[src/rtl/axi4l_to_core_pkg.sv]
// Shared types for the AXI4-Lite to core-bus bridge: response codes and default widths.
package axi4l_to_core_pkg;

  localparam int AW_DEFAULT = 32;
  localparam int DW_DEFAULT = 32;

  typedef enum logic [1:0] {
    OKAY   = 2'b00,
    EXOKAY = 2'b01,
    SLVERR = 2'b10,
    DECERR = 2'b11
  } resp_t;

  // The core bus only reports pass/fail, so EXOKAY and DECERR never occur.
  function automatic resp_t err_to_resp(input logic err);
    return err ? SLVERR : OKAY;
  endfunction

endpackage

[src/rtl/axi4l_to_core_if.sv]
// AXI4-Lite bus bundle; the bridge sits on the slave modport.
// Handshake: a beat transfers on a cycle where valid && ready; valid, once raised,
// holds with its payload stable until that cycle, and ready may depend on valid.
interface axi4l_to_core_if #(
  parameter int AW = axi4l_to_core_pkg::AW_DEFAULT,
  parameter int DW = axi4l_to_core_pkg::DW_DEFAULT
);

  logic                      awvalid;
  logic                      awready;
  logic [AW-1:0]             awaddr;
  logic [2:0]                awprot;
  logic                      wvalid;
  logic                      wready;
  logic [DW-1:0]             wdata;
  logic [DW/8-1:0]           wstrb;
  logic                      bvalid;
  logic                      bready;
  axi4l_to_core_pkg::resp_t  bresp;
  logic                      arvalid;
  logic                      arready;
  logic [AW-1:0]             araddr;
  logic [2:0]                arprot;
  logic                      rvalid;
  logic                      rready;
  logic [DW-1:0]             rdata;
  axi4l_to_core_pkg::resp_t  rresp;

  modport master (
    output awvalid, awaddr, awprot, wvalid, wdata, wstrb, bready,
           arvalid, araddr, arprot, rready,
    input  awready, wready, bvalid, bresp, arready, rvalid, rdata, rresp
  );

  modport slave (
    input  awvalid, awaddr, awprot, wvalid, wdata, wstrb, bready,
           arvalid, araddr, arprot, rready,
    output awready, wready, bvalid, bresp, arready, rvalid, rdata, rresp
  );

endinterface

[src/rtl/axi4l_to_core.sv]
// AXI4-Lite slave to req/gnt/rvalid core-bus master, one transaction in flight.
// Core request fields are decoded straight from the held AXI payload.
module axi4l_to_core
  import axi4l_to_core_pkg::*;
#(
  parameter int AW = AW_DEFAULT,
  parameter int DW = DW_DEFAULT
) (
  input  logic            clk,
  input  logic            rst_n,
  axi4l_to_core_if.slave  axi,
  output logic            req_o,
  input  logic            gnt_i,
  output logic            we_o,
  output logic [DW/8-1:0] be_o,
  output logic [AW-1:0]   addr_o,
  output logic [DW-1:0]   wdata_o,
  input  logic            rvalid_i,
  input  logic [DW-1:0]   rdata_i,
  input  logic            err_i,
  output logic [2:0]      state_o
);

  typedef enum logic [2:0] {
    S_IDLE        = 3'd0,
    S_READ        = 3'd1,
    S_READ_WAIT0  = 3'd2,
    S_READ_WAIT1  = 3'd3,
    S_WRITE       = 3'd4,
    S_WRITE_WAIT0 = 3'd5,
    S_WRITE_WAIT1 = 3'd6
  } state_e;

  state_e        state_q, state_d;
  logic [DW-1:0] rdata_q, rdata_d;
  resp_t         rresp_q, rresp_d;
  resp_t         bresp_q, bresp_d;

  logic unused_prot;
  assign unused_prot = ^{axi.awprot, axi.arprot};

  always_ff @(posedge clk) begin
    if (!rst_n) begin
      state_q <= S_IDLE;
      rdata_q <= '0;
      rresp_q <= OKAY;
      bresp_q <= OKAY;
    end else begin
      state_q <= state_d;
      rdata_q <= rdata_d;
      rresp_q <= rresp_d;
      bresp_q <= bresp_d;
    end
  end

  always_comb begin
    state_d     = state_q;
    rdata_d     = rdata_q;
    rresp_d     = rresp_q;
    bresp_d     = bresp_q;
    req_o       = 1'b0;
    we_o        = 1'b0;
    be_o        = '0;
    addr_o      = '0;
    wdata_o     = '0;
    axi.arready = 1'b0;
    axi.awready = 1'b0;
    axi.wready  = 1'b0;
    axi.rvalid  = 1'b0;
    axi.bvalid  = 1'b0;

    case (state_q)
      S_IDLE: begin
        // Reads win ties; a write needs both address and data present.
        if (axi.arvalid) begin
          state_d = S_READ;
        end else if (axi.awvalid && axi.wvalid) begin
          state_d = S_WRITE;
        end
      end
      S_READ: begin
        req_o  = 1'b1;
        be_o   = '1;
        addr_o = axi.araddr;
        if (gnt_i) begin
          axi.arready = 1'b1;
          state_d     = S_READ_WAIT0;
        end
      end
      S_READ_WAIT0: begin
        if (rvalid_i) begin
          rdata_d = rdata_i;
          rresp_d = err_to_resp(err_i);
          state_d = S_READ_WAIT1;
        end
      end
      S_READ_WAIT1: begin
        axi.rvalid = 1'b1;
        if (axi.rready) begin
          state_d = S_IDLE;
        end
      end
      S_WRITE: begin
        req_o   = 1'b1;
        we_o    = 1'b1;
        be_o    = axi.wstrb;
        addr_o  = axi.awaddr;
        wdata_o = axi.wdata;
        if (gnt_i) begin
          axi.awready = 1'b1;
          axi.wready  = 1'b1;
          state_d     = S_WRITE_WAIT0;
        end
      end
      S_WRITE_WAIT0: begin
        if (rvalid_i) begin
          bresp_d = err_to_resp(err_i);
          state_d = S_WRITE_WAIT1;
        end
      end
      S_WRITE_WAIT1: begin
        axi.bvalid = 1'b1;
        if (axi.bready) begin
          state_d = S_IDLE;
        end
      end
      default: state_d = S_IDLE;
    endcase
  end

  assign axi.rdata = rdata_q;
  assign axi.rresp = rresp_q;
  assign axi.bresp = bresp_q;
  assign state_o   = state_q;

endmodule

[src/flat_wrapper.sv]
// flat-port wrapper written by rule: the top's interface ports become plain ports
module axi4l_to_core_flat import axi4l_to_core_pkg::*;
#(
  parameter int AW = AW_DEFAULT,
  parameter int DW = DW_DEFAULT
)
  (clk, rst_n, req_o, gnt_i, we_o, be_o, addr_o, wdata_o, rvalid_i, rdata_i, err_i, state_o, axi_awvalid, axi_awaddr, axi_awprot, axi_wvalid, axi_wdata, axi_wstrb, axi_bready, axi_arvalid, axi_araddr, axi_arprot, axi_rready, axi_awready, axi_wready, axi_bvalid, axi_bresp, axi_arready, axi_rvalid, axi_rdata, axi_rresp);
  axi4l_to_core_if #(.AW(AW), .DW(DW)) axi_i ();
  input  logic clk;
  input  logic rst_n;
  output logic req_o;
  input  logic gnt_i;
  output logic we_o;
  output logic [DW/8-1:0] be_o;
  output logic [AW-1:0] addr_o;
  output logic [DW-1:0] wdata_o;
  input  logic rvalid_i;
  input  logic [DW-1:0] rdata_i;
  input  logic err_i;
  output logic [2:0] state_o;
  input wire logic [$bits(axi_i.awvalid)-1:0] axi_awvalid;
  input wire logic [$bits(axi_i.awaddr)-1:0] axi_awaddr;
  input wire logic [$bits(axi_i.awprot)-1:0] axi_awprot;
  input wire logic [$bits(axi_i.wvalid)-1:0] axi_wvalid;
  input wire logic [$bits(axi_i.wdata)-1:0] axi_wdata;
  input wire logic [$bits(axi_i.wstrb)-1:0] axi_wstrb;
  input wire logic [$bits(axi_i.bready)-1:0] axi_bready;
  input wire logic [$bits(axi_i.arvalid)-1:0] axi_arvalid;
  input wire logic [$bits(axi_i.araddr)-1:0] axi_araddr;
  input wire logic [$bits(axi_i.arprot)-1:0] axi_arprot;
  input wire logic [$bits(axi_i.rready)-1:0] axi_rready;
  output wire logic [$bits(axi_i.awready)-1:0] axi_awready;
  output wire logic [$bits(axi_i.wready)-1:0] axi_wready;
  output wire logic [$bits(axi_i.bvalid)-1:0] axi_bvalid;
  output wire logic [$bits(axi_i.bresp)-1:0] axi_bresp;
  output wire logic [$bits(axi_i.arready)-1:0] axi_arready;
  output wire logic [$bits(axi_i.rvalid)-1:0] axi_rvalid;
  output wire logic [$bits(axi_i.rdata)-1:0] axi_rdata;
  output wire logic [$bits(axi_i.rresp)-1:0] axi_rresp;
  assign axi_i.awvalid = axi_awvalid;
  assign axi_i.awaddr = axi_awaddr;
  assign axi_i.awprot = axi_awprot;
  assign axi_i.wvalid = axi_wvalid;
  assign axi_i.wdata = axi_wdata;
  assign axi_i.wstrb = axi_wstrb;
  assign axi_i.bready = axi_bready;
  assign axi_i.arvalid = axi_arvalid;
  assign axi_i.araddr = axi_araddr;
  assign axi_i.arprot = axi_arprot;
  assign axi_i.rready = axi_rready;
  assign axi_awready = axi_i.awready;
  assign axi_wready = axi_i.wready;
  assign axi_bvalid = axi_i.bvalid;
  assign axi_bresp = axi_i.bresp;
  assign axi_arready = axi_i.arready;
  assign axi_rvalid = axi_i.rvalid;
  assign axi_rdata = axi_i.rdata;
  assign axi_rresp = axi_i.rresp;
  axi4l_to_core #(.AW(AW), .DW(DW)) u_core (.clk(clk), .rst_n(rst_n), .axi(axi_i), .req_o(req_o), .gnt_i(gnt_i), .we_o(we_o), .be_o(be_o), .addr_o(addr_o), .wdata_o(wdata_o), .rvalid_i(rvalid_i), .rdata_i(rdata_i), .err_i(err_i), .state_o(state_o));
endmodule
[config.mk]
export PLATFORM = sky130hd
export DESIGN_NAME = axi4l_to_core_flat
export DESIGN_NICKNAME = d
export VERILOG_FILES = /design/src/rtl/axi4l_to_core_pkg.sv /design/src/rtl/axi4l_to_core_if.sv /design/src/rtl/axi4l_to_core.sv /design/src/flat_wrapper.sv
export SDC_FILE = /design/constraint.sdc
export NUM_CORES = 1
export LEC_CHECK = 0
export CAP_MARGIN = 20
export CORE_AREA = 2 2 100 102
export CTS_CLUSTER_SIZE = 24
export DETAILED_ROUTE_END_ITERATION = 8
export DIE_AREA = 0 0 102 104
export GPL_TIMING_DRIVEN = 0
export PLACE_DENSITY = 0.76
export SYNTH_ARGS = -nofsm -noshare
export SYNTH_HDL_FRONTEND = slang
export SYNTH_SLANG_ARGS = --single-unit
[constraint.sdc]
create_clock -name clk -period 2.95 [get_ports clk]
set_clock_uncertainty 0.2 [all_clocks]
set_input_delay 0.59 -clock clk [delete_from_list [all_inputs] [get_ports clk]]
set_output_delay 0.59 -clock clk [all_outputs]
set_load 0.01 [all_outputs]
==> results of run 1 <==
[flip-flops by register name (all words and copies together), names as in the netlist]
| signal | count |
|---|---|
| u_core.axi.bresp | 1 |
| u_core.axi.rdata | 32 |
| u_core.axi.rresp | 1 |
| u_core.state_o | 3 |
[per-layer routing]
layer  global-route usage (%)  share of wire [%]  wire length, um  vias up
li1                         -                  -                -     1448
met1                     21.1                 39             4140     1360
met2                     32.5                 48             5120      140
met3                     8.00                 11             1210       20
met4                     5.71                2.4              257        2
met5                        0               0.12               13        -
[Yosys cell counts (all sizes together) (2+ instances only)]
master,number
a21oi,36
o21ai,2
and2,34
dfxtp,37
nor2,5
clkbuf,9
buf,19
a21o,4
inv,2
mux2i,3
a22o,32
nand2,68
nor3b,2
and3b,2
nor2b,3
[area by class of cell]
type                    count  area (sq um)  share of cell area [%]
repair buffers            255          2580                    51.6
plain buffers              28           173                    3.45
diodes                      2          5.00                   0.100
flip-flops and latches     37           749                    15.0
clock buffers               6          82.6                    1.65
inverters                   2          7.51                   0.150
clock inverters             2          37.5                   0.751
multi-input cells         204          1200                    24.0
well taps                 133           166                    3.33
[through the flow]
stage	total power [mW]	util (%)	cell area, sq um	worst slack (ns)	instances
final	2.98	52.4	5000	0.113	669
after global routing	3.16	52.3	4990	0.00128	667
after CTS	2.99	51.8	4950	0.0203	666
after detailed placement	2.47	50.0	4780	-0.0717	657
after global placement	2.45	50.0	4780	-0.0405	657
after floorplan	1.41	-	2080	0.781	271
[worst max-delay path, cell delays in order, from the launching register on]
cell and delay (ns):
dfxtp_4 0.40, nor3b_4 0.23, buf_12 0.14, clkbuf_4 0.19, and2_1 0.16, buf_4 0.11
clkdlybuf4s50_1 0.52
[what timing repair did]
item	CTS	global route
setup buffers	1	1
setup endpoints to repair	73	49
resized for setup	15	20
[worst max path at each step]
| stage | endpoint | depth (start not counted) |
|---|---|---|
| 2_1_floorplan | axi_wready | 4 |
| 4_1_cts | axi_wready | 6 |
| 5_1_grt | axi_wready | 6 |
| 3_5_place_dp | axi_wready | 5 |
| 3_3_place_gp | axi_wready | 5 |
| 6_report | axi_wready | 6 |
[power groups by stage]
stage,clock [mW],sequential [mW],combinational (mW)
2_1_floorplan,0,0.627,0.785
6_report,0.463,0.615,1.90
3_5_place_dp,0,0.613,1.86
5_1_grt,0.498,0.624,2.03
3_3_place_gp,0,0.609,1.84
4_1_cts,0.471,0.615,1.91
[logic make-up after synthesis]
group / Yosys count / share of synthesized area [%]
multiplexers: 3 / 1.45
buffers and inverters: 30 / 7.71
other: 1 / 0.181
AND/OR/NAND/NOR: 119 / 28.1
AO/OA/AOI/OAI: 80 / 26.9
flip-flops: 37 / 35.7
[placed cells by master, fill, tap and decap left out, types with 3 or more instances in the layout]
cell             instances
a21oi_1                 36
dlygate4sd2_1            3
buf_4                    5
buf_6                    4
a21o_1                   4
mux2i_1                  3
clkbuf_2                 4
clkbuf_1                 4
nand2_1                 68
nor2_1                   5
dlymetal6s2s_1           9
dfxtp_1                 34
and2_1                  34
clkdlybuf4s50_1        241
buf_2                   11
clkbuf_8                 6
a22o_1                  32
==> impl_metrics.py, run 1 <==
metrics = {
    "pwr": {
        "vdd_drop_max_mv": 0.350,
        "power_density_nw_per_um2": 596,
        "switching_share_pct": 35.1,
        "netSwitchingPower_mw": 1.05,
        "p_int_mw": 1.93,
        "seq_power_share_pct": 20.6,
        "leakage_nw": 2.03,
        "combPwrFrac_pct": 63.9,
        "clockPowerShare_pct": 15.5,
    },
    "timing": {
        "fin_setup_tns_ns": 0,
        "timing.final.crit_period_ns": 2.84,
        "timing.final.crit_share_pct": 96.2,
        "setup_viol": 0,
        "hold_viol_final": 0,
        "grt_setup_unrepaired": "no",
        "clock.fmax_mhz": 353,
        "whs_ns": 0.256,
        "drv_slew": 0,
    },
    "routing": {
        "via_per_inst": 4.44,
        "drtPass1Iterations": 4,
        "routedWlPerCell_um": 16.1,
        "drc": 0,
        "vias": 2970,
        "drtIter0Drc": 103,
        "drtAntennaViolNets": 0,
        "routed_wl_um": 10800,
    },
    "critical_path": {
        "cp-end-kind": "output port",
        "worstReg2RegEnd": "u_core.state_o[0]",
        "cp_max_fo": 10,
        "reg2reg_slack_ns": 1.27,
        "worstRegToRegCells": 6,
        "crit_path_start_kind": "register",
        "startpoint": "u_core.state_o[2]",
        "worstSetupPathType": "register to output port",
        "cp.required_ns": 2.16,
        "worst_r2r_startpoint": "u_core.state_o[0]",
        "cp.arrival_ns": 2.05,
    },
    "yosys": {
        "synth_flop_cell": "dfxtp_1",
        "synth_largest_area_cell": "dfxtp_1",
        "synth_area_sq_um": 2080,
        "synth_top_area_share_pct": 35.7,
        "ys_warn_count": 0,
        "synth-seq-cells": 37,
        "synthCells": 270,
        "synth.distinct_cells": 32,
        "synth_edf_count": 0,
        "syn_avg_cell_area_sq_um": 7.69,
        "ys_seq_area_share_pct": 35.7,
        "synth_area_leaders": "dfxtp_1 (36%), a22o_1 (14%), nand2_1 (12%), and2_1 (10%), a21oi_1 (8.7%)",
        "ys_async_sr_fraction_pct": 0,
    },
    "clocking": {
        "clk_path_buf_depth": 2,
        "cts_inserted_buffers": 5,
        "clk_pin_slew_ns": 0.08,
        "htree_num_levels": 2,
        "hold_buffers": 0,
        "clockRootBuffer": "clkbuf_8",
        "clkLatencyLatePin_ns": 0.29,
        "cts.sink_count": 37,
        "cts_tree": "built",
    },
    "floorplan": {
        "core_sq_um": 9550,
        "initial_core_util_pct": 21.7,
        "io_pins": 262,
        "die_w_um": 102,
        "rows": 36,
        "die_area_sq_um": 10600,
        "die_h_um": 104,
    },
    "layout": {
        "finalNetCount": 681,
        "area_growth_syn_to_layout_pct": 141,
        "nFillCells": 895,
        "drive_gt1_share_pct": 7.87,
    },
    "grt": {
        "grt_usage_pct": 19.0,
        "antenna_found_initial": 3,
        "gr-total-overflow": 0,
        "grt_max_degree": 13,
        "grt_pass1_vias": 2961,
        "grt_pass1_wl_um": 15800,
    },
    "place": {
        "gp_congestion": 0.926,
        "io_buffers": 253,
        "dp.final_hpwl_um": 9010,
    },
    "run_status": {
        "status": "finished, final reports clean",
    },
    "job": {
        "cap_violations": 0,
    },
    "hold_path": {
        "hp-start": "u_core.axi.rdata[31]",
        "hold_class": "register to register",
        "min_path_cells": 2,
        "holdPathEnd": "u_core.axi.rdata[31]",
    },
}
No activity file was read; power rests on OpenSTA's default activity.
==> run 2: changes to the inputs <==
CTS_CLUSTER_DIAMETER = 60   (was default)
==> results of run 2 <==
Same layout as run 1: the final DEF is identical, and so are final timing and power.
==> run 3: changes to the inputs <==
CAP_MARGIN = 15   (was 20)
SETUP_SLACK_MARGIN = 0.3   (was default)
==> run 3 against run 2 <==
First-iteration DRC count fell by 28%. Sequential share of layout area rose by 0.054 points. Non-clock buffer count rose by 4. Sequential power fell by 1%. Highest routed layer unchanged. Register-to-register slack got worse by 0.02 ns. Core utilization barely moved. Clock power barely moved. Power fell by 3.0%. Worst setup slack improved by 0.042 ns.
==> impl_metrics.py, run 3 (synthesis results as in run 1) <==
metrics = {
    "timing": {
        "whs_ns": 0.256,
        "drv_slew": 0,
        "setup_viol": 0,
        "setup_slack_ns": 0.155,
        "timing.final.crit_period_ns": 2.79,
        "grt_setup_unrepaired": "yes",
        "hold_viol_final": 0,
        "clock.fmax_mhz": 358,
        "timing.final.crit_share_pct": 94.7,
    },
    "clocking": {
        "cts.sink_count": 37,
        "clk_path_buf_depth": 2,
        "clk_pin_slew_ns": 0.08,
        "htree_num_levels": 2,
        "cts_inserted_buffers": 5,
        "clockRootBuffer": "clkbuf_8",
        "hold_buffers": 0,
        "clkLatencyLatePin_ns": 0.29,
        "cts_tree": "built",
    },
    "layout": {
        "drive_gt1_share_pct": 8.74,
        "largest_reg_flops": 32,
        "post-route-util_pct": 52.3,
        "finalNetCount": 685,
        "layout_common_cells": "clkdlybuf4s50_1 (187), nand2_1 (68), dlygate4sd2_1 (53), a21oi_1 (36), dfxtp_1 (34)",
        "fin_cells": 673,
        "nFillCells": 924,
        "final_common_cell": "clkdlybuf4s50_1",
        "area_growth_syn_to_layout_pct": 141,
    },
    "routing": {
        "vias": 2993,
        "routed_wl_um": 10800,
        "drc": 0,
        "drtPass1Iterations": 4,
        "drtAntennaViolNets": 0,
        "routedWlPerCell_um": 16.0,
        "drtIter0Drc": 74,
        "via_per_inst": 4.45,
    },
    "pwr": {
        "clockPowerShare_pct": 16.0,
        "total_power_mw": 2.89,
        "vdd_drop_max_mv": 0.353,
        "netSwitchingPower_mw": 1.05,
        "p_int_mw": 1.84,
        "seq_power_share_pct": 20.9,
        "switching_share_pct": 36.2,
        "combPwrFrac_pct": 63.1,
        "leakage_nw": 2.31,
        "power_density_nw_per_um2": 579,
    },
    "grt": {
        "antenna_found_initial": 3,
        "grt_pass1_vias": 2996,
        "grt_pass1_wl_um": 16000,
        "gr-total-overflow": 0,
        "grt_usage_pct": 19.2,
        "grt_max_degree": 13,
    },
    "floorplan": {
        "die_area_sq_um": 10600,
        "core_sq_um": 9550,
        "die_w_um": 102,
        "die_h_um": 104,
        "io_pins": 262,
        "initial_core_util_pct": 21.7,
        "rows": 36,
    },
    "place": {
        "place_inst": 657,
        "dp.final_hpwl_um": 9010,
        "place_ws_ns": -0.0717,
        "io_buffers": 253,
        "gp_congestion": 0.926,
    },
    "job": {
        "cap_violations": 0,
    },
    "critical_path": {
        "worstSetupPathType": "register to output port",
        "crit_path_start_kind": "register",
        "cp_max_fo": 10,
        "cp.required_ns": 2.16,
        "cp.arrival_ns": 2.00,
        "cp-end-kind": "output port",
    },
    "hold_path": {
        "hold_class": "register to register",
    },
    "run_status": {
        "status": "finished, final reports clean",
    },
}
run 3: power by group through the flow:
stage	registers (mW)	clock network (mW)	logic, mW
floorplan	0.627	0	0.785
global placement	0.609	0	1.84
detailed placement	0.613	0	1.86
CTS	0.604	0.471	1.84
global route	0.614	0.498	1.95
finish	0.606	0.462	1.82
run 3: path summary, 6_finish.rpt:
kind | start | to | slack [ns] | depth (start not counted)
max | u_core.state_o[1] | axi_wready | 0.16 | 6
min reg2reg | u_core.axi.rdata[31] | u_core.axi.rdata[31] | 0.26 | 2
max reg2reg | u_core.state_o[2] | u_core.state_o[2] | 1.25 | 6
min | u_core.axi.rdata[31] | u_core.axi.rdata[31] | 0.26 | 2
run 3: critical path, stage by stage, from the launching register on:
cell and delay, ns:
dfxtp_4 0.38, nor3b_4 0.23, buf_12 0.14, clkbuf_4 0.19
and2_4 0.16, buf_4 0.09, clkdlybuf4s50_1 0.52
run 3: cell type report:
type / count / area, sq um / share of cell area [%]
inverters: 2 / 7.51 / 0.150
plain buffers: 28 / 191 / 3.83
repair buffers: 259 / 2550 / 51.1
clock buffers: 6 / 82.6 / 1.65
multi-input cells: 204 / 1200 / 24.1
flip-flops and latches: 37 / 752 / 15.0
diodes: 2 / 5.00 / 0.100
clock inverters: 2 / 37.5 / 0.751
well taps: 133 / 166 / 3.33
run 3: metal layers:
layer	vias to the layer above	global-route usage [%]	share of wire [%]
met5	-	0	0.12
met4	2	5.05	2.1
met3	20	8.00	11
met2	144	33.2	48
met1	1372	21.3	38
li1	1455	-	-
run 3: metrics by stage:
step,cell area [sq um],TNS (ns)
floorplan,2080,0
CTS,4950,0
finish,5000,0
global route,4990,0
detailed placement,4780,-0.124
global placement,4780,-0.0405
run 3: timing repair:
action,in CTS,in global routing
pin swaps,0,1
setup buffers,6,0
gates resized for setup,78,18
setup endpoints to repair,73,20
